==> src/rtl/return_addr_stack_if.sv <==
// Bus bundle between the fetch front end (master) and the return-address stack (slave).
// Checkpoint width follows RAS_TOP_REPAIR_EN exactly as the stack itself does.
interface return_addr_stack_if #(
  parameter int STACK_DEPTH = 16,
  parameter int ENTRY_SIZE  = 64
);
  localparam int PTR_W = $clog2(STACK_DEPTH);
  localparam int CNT_W = $clog2(STACK_DEPTH) + 1;
`ifdef RAS_TOP_REPAIR_EN
  localparam int CKPT_W = PTR_W + CNT_W + ENTRY_SIZE;
`else
  localparam int CKPT_W = PTR_W + CNT_W;
`endif

  logic                  push_in;
  logic                  pop_in;
  logic [ENTRY_SIZE-1:0] push_data_in;
  logic                  restore_in;
  logic [CKPT_W-1:0]     restore_ckpt_in;
  logic [ENTRY_SIZE-1:0] top_out;
  logic                  top_valid_out;
  logic [CNT_W-1:0]      count_out;
  logic [CKPT_W-1:0]     ckpt_out;
  logic                  overflow_out;
  logic                  underflow_out;

  modport master (
    output push_in, pop_in, push_data_in, restore_in, restore_ckpt_in,
    input  top_out, top_valid_out, count_out, ckpt_out, overflow_out, underflow_out
  );

  modport slave (
    input  push_in, pop_in, push_data_in, restore_in, restore_ckpt_in,
    output top_out, top_valid_out, count_out, ckpt_out, overflow_out, underflow_out
  );
endinterface

==> src/rtl/return_addr_stack.sv <==
// Circular return-address stack with occupancy tracking, overflow/underflow pulses and
// one-cycle checkpoint restore. Define RAS_TOP_REPAIR_EN to carry and repair the top entry.
module return_addr_stack #(
  parameter int STACK_DEPTH = 16,
  parameter int ENTRY_SIZE  = 64
) (
  input  logic               clk_in,
  input  logic               rst_in,
  return_addr_stack_if.slave ras
);
  localparam int PTR_W = $clog2(STACK_DEPTH);
  localparam int CNT_W = $clog2(STACK_DEPTH) + 1;
`ifdef RAS_TOP_REPAIR_EN
  localparam int CKPT_W = PTR_W + CNT_W + ENTRY_SIZE;
`else
  localparam int CKPT_W = PTR_W + CNT_W;
`endif
  localparam logic [CNT_W-1:0] FULL = CNT_W'(STACK_DEPTH);

  logic [PTR_W-1:0]      r_tail;
  logic [CNT_W-1:0]      r_count;
  logic [ENTRY_SIZE-1:0] r_mem [STACK_DEPTH];
  logic                  r_overflow;
  logic                  r_underflow;

  logic [PTR_W-1:0]      w_tailNext;
  logic [CNT_W-1:0]      w_countNext;
  logic                  w_overflowNext;
  logic                  w_underflowNext;
  logic                  w_memWe;
  logic [PTR_W-1:0]      w_memAddr;
  logic [ENTRY_SIZE-1:0] w_memData;
  logic                  w_empty;
  logic [CNT_W-1:0]      w_ckptCount;
  logic [PTR_W-1:0]      w_ckptTail;

  assign w_empty     = (r_count == '0);
  assign w_ckptCount = ras.restore_ckpt_in[CKPT_W-1 -: CNT_W];
  assign w_ckptTail  = ras.restore_ckpt_in[CKPT_W-CNT_W-1 -: PTR_W];

  always_comb begin
    w_tailNext      = r_tail;
    w_countNext     = r_count;
    w_overflowNext  = 1'b0;
    w_underflowNext = 1'b0;
    w_memWe         = 1'b0;
    w_memAddr       = r_tail;
    w_memData       = ras.push_data_in;
    if (ras.restore_in) begin
      w_tailNext  = w_ckptTail;
      w_countNext = w_ckptCount;
`ifdef RAS_TOP_REPAIR_EN
      w_memWe     = 1'b1;
      w_memAddr   = w_ckptTail;
      w_memData   = ras.restore_ckpt_in[ENTRY_SIZE-1:0];
`endif
    end else if (ras.push_in && ras.pop_in && !w_empty) begin
      w_memWe = 1'b1;
    end else if (ras.push_in) begin
      // Also covers push+pop on an empty stack, which degenerates to a plain push.
      w_tailNext     = r_tail + 1'b1;
      w_memWe        = 1'b1;
      w_memAddr      = r_tail + 1'b1;
      w_countNext    = (r_count == FULL) ? FULL : r_count + 1'b1;
      w_overflowNext = (r_count == FULL);
    end else if (ras.pop_in) begin
      if (w_empty) begin
        w_underflowNext = 1'b1;
      end else begin
        w_tailNext  = r_tail - 1'b1;
        w_countNext = r_count - 1'b1;
      end
    end
  end

  always_ff @(posedge clk_in or posedge rst_in) begin
    if (rst_in) begin
      r_tail      <= '0;
      r_count     <= '0;
      r_overflow  <= 1'b0;
      r_underflow <= 1'b0;
    end else begin
      r_tail      <= w_tailNext;
      r_count     <= w_countNext;
      r_overflow  <= w_overflowNext;
      r_underflow <= w_underflowNext;
    end
  end

  // Storage is deliberately unreset; count alone decides what is reachable.
  always_ff @(posedge clk_in) begin
    if (w_memWe) begin
      r_mem[w_memAddr] <= w_memData;
    end
  end

  assign ras.top_out       = r_mem[r_tail];
  assign ras.top_valid_out = !w_empty;
  assign ras.count_out     = r_count;
  assign ras.overflow_out  = r_overflow;
  assign ras.underflow_out = r_underflow;
`ifdef RAS_TOP_REPAIR_EN
  assign ras.ckpt_out      = {r_count, r_tail, r_mem[r_tail]};
`else
  assign ras.ckpt_out      = {r_count, r_tail};
`endif
endmodule

==> src/flat_wrapper.sv <==
// flat-port wrapper written by rule: the top's interface ports become plain ports
module return_addr_stack_flat 
#(
  parameter int STACK_DEPTH = 16,
  parameter int ENTRY_SIZE  = 64
)
  (clk_in, rst_in, ras_push_in, ras_pop_in, ras_push_data_in, ras_restore_in, ras_restore_ckpt_in, ras_top_out, ras_top_valid_out, ras_count_out, ras_ckpt_out, ras_overflow_out, ras_underflow_out);
  return_addr_stack_if #(.STACK_DEPTH(STACK_DEPTH), .ENTRY_SIZE(ENTRY_SIZE)) ras_i ();
  input  logic clk_in;
  input  logic rst_in;
  input wire logic [$bits(ras_i.push_in)-1:0] ras_push_in;
  input wire logic [$bits(ras_i.pop_in)-1:0] ras_pop_in;
  input wire logic [$bits(ras_i.push_data_in)-1:0] ras_push_data_in;
  input wire logic [$bits(ras_i.restore_in)-1:0] ras_restore_in;
  input wire logic [$bits(ras_i.restore_ckpt_in)-1:0] ras_restore_ckpt_in;
  output wire logic [$bits(ras_i.top_out)-1:0] ras_top_out;
  output wire logic [$bits(ras_i.top_valid_out)-1:0] ras_top_valid_out;
  output wire logic [$bits(ras_i.count_out)-1:0] ras_count_out;
  output wire logic [$bits(ras_i.ckpt_out)-1:0] ras_ckpt_out;
  output wire logic [$bits(ras_i.overflow_out)-1:0] ras_overflow_out;
  output wire logic [$bits(ras_i.underflow_out)-1:0] ras_underflow_out;
  assign ras_i.push_in = ras_push_in;
  assign ras_i.pop_in = ras_pop_in;
  assign ras_i.push_data_in = ras_push_data_in;
  assign ras_i.restore_in = ras_restore_in;
  assign ras_i.restore_ckpt_in = ras_restore_ckpt_in;
  assign ras_top_out = ras_i.top_out;
  assign ras_top_valid_out = ras_i.top_valid_out;
  assign ras_count_out = ras_i.count_out;
  assign ras_ckpt_out = ras_i.ckpt_out;
  assign ras_overflow_out = ras_i.overflow_out;
  assign ras_underflow_out = ras_i.underflow_out;
  return_addr_stack #(.STACK_DEPTH(STACK_DEPTH), .ENTRY_SIZE(ENTRY_SIZE)) u_core (.clk_in(clk_in), .rst_in(rst_in), .ras(ras_i));
endmodule
==> config.mk <==
export PLATFORM = sky130hd
export DESIGN_NAME = return_addr_stack_flat
export DESIGN_NICKNAME = d
export VERILOG_FILES = /design/src/rtl/return_addr_stack_if.sv /design/src/rtl/return_addr_stack.sv /design/src/flat_wrapper.sv
export SDC_FILE = /design/constraint.sdc
export NUM_CORES = 1
export LEC_CHECK = 0
export BUFFER_PORTS_ARGS = -buffer_cell sky130_fd_sc_hd__buf_2
export CAP_MARGIN = 10
export CORE_MARGIN = 8
export CORE_UTILIZATION = 35
export DETAILED_ROUTE_END_ITERATION = 10
export PLACE_DENSITY_LB_ADDON = 0.12
export SETUP_SLACK_MARGIN = 0.4
export SLEW_MARGIN = 10
export SYNTH_ARGS = -nofsm -noshare
export SYNTH_HDL_FRONTEND = slang
export SYNTH_SLANG_ARGS = --single-unit
==> constraint.sdc <==
create_clock -name clk_in -period 7.1 [get_ports clk_in]
set_input_delay 2.13 -clock clk_in [delete_from_list [all_inputs] [get_ports clk_in]]
set_output_delay 2.13 -clock clk_in [all_outputs]
set_load 0.02 [all_outputs]
Yosys cells after proc, flatten, opt, wreduce, memory -nomap -nowiden
Memories as Yosys holds them, arrays and structs flattened.
Cells that the tools add are included.
Cells by class
  add/sub/neg operators: 4
  equality and inequality tests: 3
  mux-type cells: 27
  reduce and logical (&&, ||, !) cells: 6
Operators by type and width (number)
  two-way mux 4 bit: 8
  two-way mux 5 bit: 6
  two-way mux 1 bit: 13
  adder 5 x 1 -> 5 bit (second input constant): 1
  == test 5 bit (second input constant): 1
  zero test 5 bit: 1
  subtractor 5 x 1 -> 5 bit (second input constant): 1
  adder 4 x 1 -> 4 bit (second input constant): 1
  subtractor 4 x 1 -> 4 bit (second input constant): 1
  != test 3 bit (second input constant): 1
  AND reduction 3 bit: 1
  nonzero test 3 bit: 1
  logical AND 1 bit: 2
  != test 2 bit (second input constant): 1
  zero test 1 bit: 1
Storage, ports and cells
  register bits: 11
  memory bits (writable): 1024
  input port bits: 78
  output and inout port bits: 81
  logic and storage cells: 45
  memories: 1
Memories
  u_core.r_mem: words 16, bits a word 64, rd ports 1, clocked after Yosys merged registers in 0, write ports 1, line return_addr_stack.sv:22  | logic [ENTRY_SIZE-1:0] r_mem [STACK_DEPTH];

Depth between registers and ports, before layout
  depth after elaboration: 7
  depth in mapped cells: 9
  depth with buffers taken out: 7

Worst setup path after synthesis
No wires, ideal clock.
  path type: input port to flip-flop
  start point: input port ras_push_in
  end point: memory u_core.r_mem[15][0], enable pin
  library setup time: 0.487 ns
  arrival time: 6.289 ns
  data required time: 6.613 ns
  slack: 0.325 ns
  stages: 7
  path through: clkbuf_1 > inv_1 > ha_1 > or4bb_1 > a211oi_1 > a211oi_1 > nor2_1
Between the ends
  longest elaborated chain between the ends: 6
  elaborated cells between the ends (all ways): 10
  classes of those cells: mux: 8; reduce/logical: 2
RTL lines
  from (decl): line flat_wrapper.sv:11  | input wire logic [$bits(ras_i.push_in)-1:0] ras_push_in;
  logical AND 1 bit (2 in series): line return_addr_stack.sv:57  | end else if (ras.push_in && ras.pop_in && !w_empty) begin
  two-way mux 1 bit: line return_addr_stack.sv:57
  two-way mux 1 bit: line return_addr_stack.sv:49  | if (ras.restore_in) begin
  two-way mux 1 bit: line return_addr_stack.sv:92  | if (w_memWe) begin
  two-way mux 1 bit (implied by the code): line return_addr_stack.sv:93  | r_mem[w_memAddr] <= w_memData;
  to (decl): line return_addr_stack.sv:22
Several ways; a longest one is shown, not always the timed one.

Worst setup path after layout
  start point: register u_core.r_tail[1]
  end point: output port ras_top_out[6]
Between the ends
  longest elaborated chain between the ends: 1
RTL lines
  from (decl): line return_addr_stack.sv:20  | logic [PTR_W-1:0] r_tail;
  from (signal assigned): line return_addr_stack.sv:83  | r_tail <= w_tailNext;
  memory (16 x 64 bit)
  to (decl): line flat_wrapper.sv:16  | output wire logic [$bits(ras_i.top_out)-1:0] ras_top_out;
No other way between the ends.

==> impl_metrics.tcl <==
set metrics [dict create \
    die_h_um 353 \
    maxCapViolCount 0 \
    r2r_setup_slack_ns 2.64 \
    clk_transition_reported_paths_ns 0.06 \
    p_per_area_nw_per_um2 303 \
    cts.sinks 1035 \
    io_buffers 158 \
    htree_levels 3 \
    switching_share_pct 23.9 \
    row_count 123 \
    peakVddDrop_mv 0.213 \
    max_freq_mhz 179 \
    yosys.area_share.xor_xnor_pct 0.0220 \
    fin_util_pct 41.0 \
    start_util_pct 35.3 \
    vias 17842 \
    ant_nets 0 \
    post-cts-setup-buffers 0 \
    min_period_over_period_pct 78.6 \
    cp.arrival_ns 3.45 \
    yosys.area_share.simple_pct 1.13 \
    m1WireLength_mm 43.4 \
    gp_congestion 0.743 \
    cts_hold_buf 0 \
    leakage_nw 14.3 \
    tritoncts "built" \
    routed-wl-met3_mm 3.89 \
    grt_usage_pct 15.3 \
    grt_antenna_before_repair 21 \
    yosys_warnings 0 \
    avgRoutedWirePerCell_um 28.1 \
    cp-end-kind "output pin" \
    finalSetupTns_ns 0 \
    clock-root-buffer "clkbuf_16" \
    nets 1912 \
    fp.dieW_um 353 \
    worstHoldPathType "reg2reg" \
    cp-endpoint "ras_top_out[6]" \
    grt_pass1_vias 19528 \
    synth_nets 1687 \
    wl_mm 96.0 \
    finalClockSkew_ns 0.0279 \
    drc 0 \
    synth-seq-cells 1035 \
    cp_cell_sequence "buf_4 > mux4_2 > mux4_2 > buf_2" \
    grt_pass1_wl_mm 141 \
    fp.coreArea_um2 112000 \
    areaGrowthSynthToFinish_pct 16.1 \
    grt_max_degree 65 \
    yosys.area_share.adder_pct 0.189 \
    drtIter0Drc 1557 \
    p_int_w 0.0106 \
    synth_compound_area_share_pct 1.17 \
    fin_crit_ns 5.58 \
    first_pass_iters 5 \
    p_clk_share_pct 38.7 \
    place_hpwl_mm 52.4 \
    setup_viol 0 \
    critPathMaxFanout 48 \
    pwr-share-comb_pct 11.5 \
    critical_path_class "reg2out" \
    cts_buffers 112 \
    overflow 0 \
    cts.path.max_buffers 3 \
    avgSynthCellArea_um2 24.8 \
    reg2reg_from "u_core.r_tail[0]" \
    worst_slew_pin_slew_ns 0.941 \
    die-area_um2 125000 \
    rsz0062_at_grt "no" \
    yosysSeqAreaShare_pct 78.1 \
    relSlewSlack_pct 37.3 \
    pwr-share-seq_pct 49.8 \
    maxSlewViolCount 0 \
    cpMostUsedCell "mux4_2" \
    synthDistinctLibCells 56 \
    whs_path_depth 1 \
    yosys_most_used_dff "edfxtp_1" \
    status "finished clean" \
    syn_area_um2 39700 \
    async_flop_share_pct 1.06 \
    wl_met2_mm 46.8 \
    dr.max_layer_used "met5" \
    io_pins 159 \
    hold_viol 0 \
    critPathMaxStageDelay_ns 0.96 \
    startpoint_type "register" \
    cp.required_ns 4.97 \
    ctsResizeCount 0 \
    slowest_stage "dfrtp_4" \
    reg2regPathDepth 9 \
    netSwitchingPower_w 0.00335 \
    viasPerCell 5.22 \
    clk_latency_ns 0.68 \
    syn_inst 1603 \
    worstSetupStartpoint "u_core.r_tail[1]" \
    r2r-end "u_core.r_mem[0][42]" \
    synth.mux.area_fraction_pct 18.1 \
    synth_top_family_by_area "multiplexers" \
    drive_above_1_share_pct 36.6 \
    synth-edff-count 1024 \
]
flip-flops by register name (all words and copies together), names as in the netlist:
signal,count
u_core.ras.count_out,5
u_core.r_mem,1024
u_core.ras.overflow_out,1
u_core.ras.underflow_out,1
u_core.r_tail,4
placed cells by master (no fill, tap or decap), types with 3 or more instances in the layout:
master	count
a211oi_1	26
or4bb_1	4
clkbuf_1	27
nor2_4	16
dfrtp_4	4
o22ai_1	3
clkinv_2	22
inv_1	8
nor2b_1	5
clkinvlp_4	6
o21ai_0	3
buf_2	158
clkinv_1	22
buf_12	23
buf_4	21
diode_2	5
nand3_1	5
nand2b_1	5
clkbuf_16	115
mux4_2	319
bufinv_16	4
nor2_1	4
ha_1	6
dfrtp_1	7
inv_2	3
and3_1	3
a21oi_1	5
nor3_1	9
edfxtp_1	1024
nand2_1	11
worst min-delay path by stage:
stage                             from                      end  slack [ns]
6_report       u_core.ras.count_out[4]  u_core.ras.count_out[4]        0.69
5_1_grt        u_core.ras.count_out[4]  u_core.ras.count_out[4]        0.74
4_1_cts        u_core.ras.count_out[4]  u_core.ras.count_out[4]        0.68
3_5_place_dp   u_core.ras.count_out[4]  u_core.ras.count_out[4]        0.67
3_3_place_gp   u_core.ras.count_out[4]  u_core.ras.count_out[4]        0.64
2_1_floorplan  u_core.ras.count_out[4]  u_core.ras.count_out[4]        0.71
critical path: cells and delay by family (launching register included):
kind / cells / cell delay (ns)
buffers and inverters: 2 / 0.76
muxes: 2 / 0.97
DFF: 1 / 0.96
kinds of logic after synthesis:
logic type               after synthesis
AND/OR/NAND/NOR                       78
multiplexers                         320
adder cells (fa/ha/maj)                6
XOR/XNOR                               1
AO/OA/AOI/OAI                         61
buffers and inverters                102
flip-flops                          1035
through the flow:
step	instances	setup WS (ns)	cell area (um2)	total power (W)	hold slack [ns]
2_1_floorplan	1603	0.325	39700	0.00810	0.708
3_3_place_gp	3214	1.59	42700	0.00875	0.640
3_5_place_dp	3214	1.56	42700	0.00877	0.671
4_1_cts	3415	1.37	46100	0.0142	0.679
5_1_grt	3415	1.31	46100	0.0145	0.739
6_report	3420	1.52	46100	0.0140	0.686
area by class of cell:
cell class / instances / area (um2)
Fill cell: 9744 / 66400
Sequential cell: 1035 / 31000
Multi-Input combinational cell: 466 / 8310
Clock buffer: 142 / 2980
Tap cell: 1500 / 1880
Timing Repair Buffer: 202 / 1410
Clock inverter: 59 / 447
Inverter: 11 / 41.3
Antenna cell: 5 / 12.5
power groups by stage:
stage,registers [W],logic [W],clock network (W)
floorplan,0.00703,0.00106,0
global placement,0.00710,0.00165,0
detailed placement,0.00710,0.00166,0
CTS,0.00698,0.00167,0.00559
global route,0.00699,0.00172,0.00581
finish,0.00697,0.00161,0.00542
synth_stat cells (3+ instances only):
cell type / n / area [um2]
inv_2: 3 / 11.3
inv_1: 8 / 30.0
ha_1: 6 / 75.1
dfrtp_1: 11 / 275
nor3_1: 9 / 45.0
nand3_1: 5 / 25.0
nand2_1: 11 / 41.3
buf_4: 5 / 37.5
or4bb_1: 4 / 45.0
buf_6: 9 / 101
o21ai_0: 3 / 15.0
o22ai_1: 3 / 18.8
a21oi_1: 5 / 25.0
nor2b_1: 5 / 31.3
mux4_2: 319 / 7180
a211oi_1: 26 / 195
clkbuf_1: 42 / 158
buf_2: 33 / 165
edfxtp_1: 1024 / 30700
and3_1: 3 / 18.8
nand2b_1: 5 / 31.3
nor2_1: 20 / 75.1
layer usage:
layer,up-vias,global-route usage (%)
met5,-,0
met4,4,3.27
met3,134,2.80
met2,395,25.0
met1,9829,21.4
li1,7480,-
Note: power is estimated with default switching activity, not from simulation.
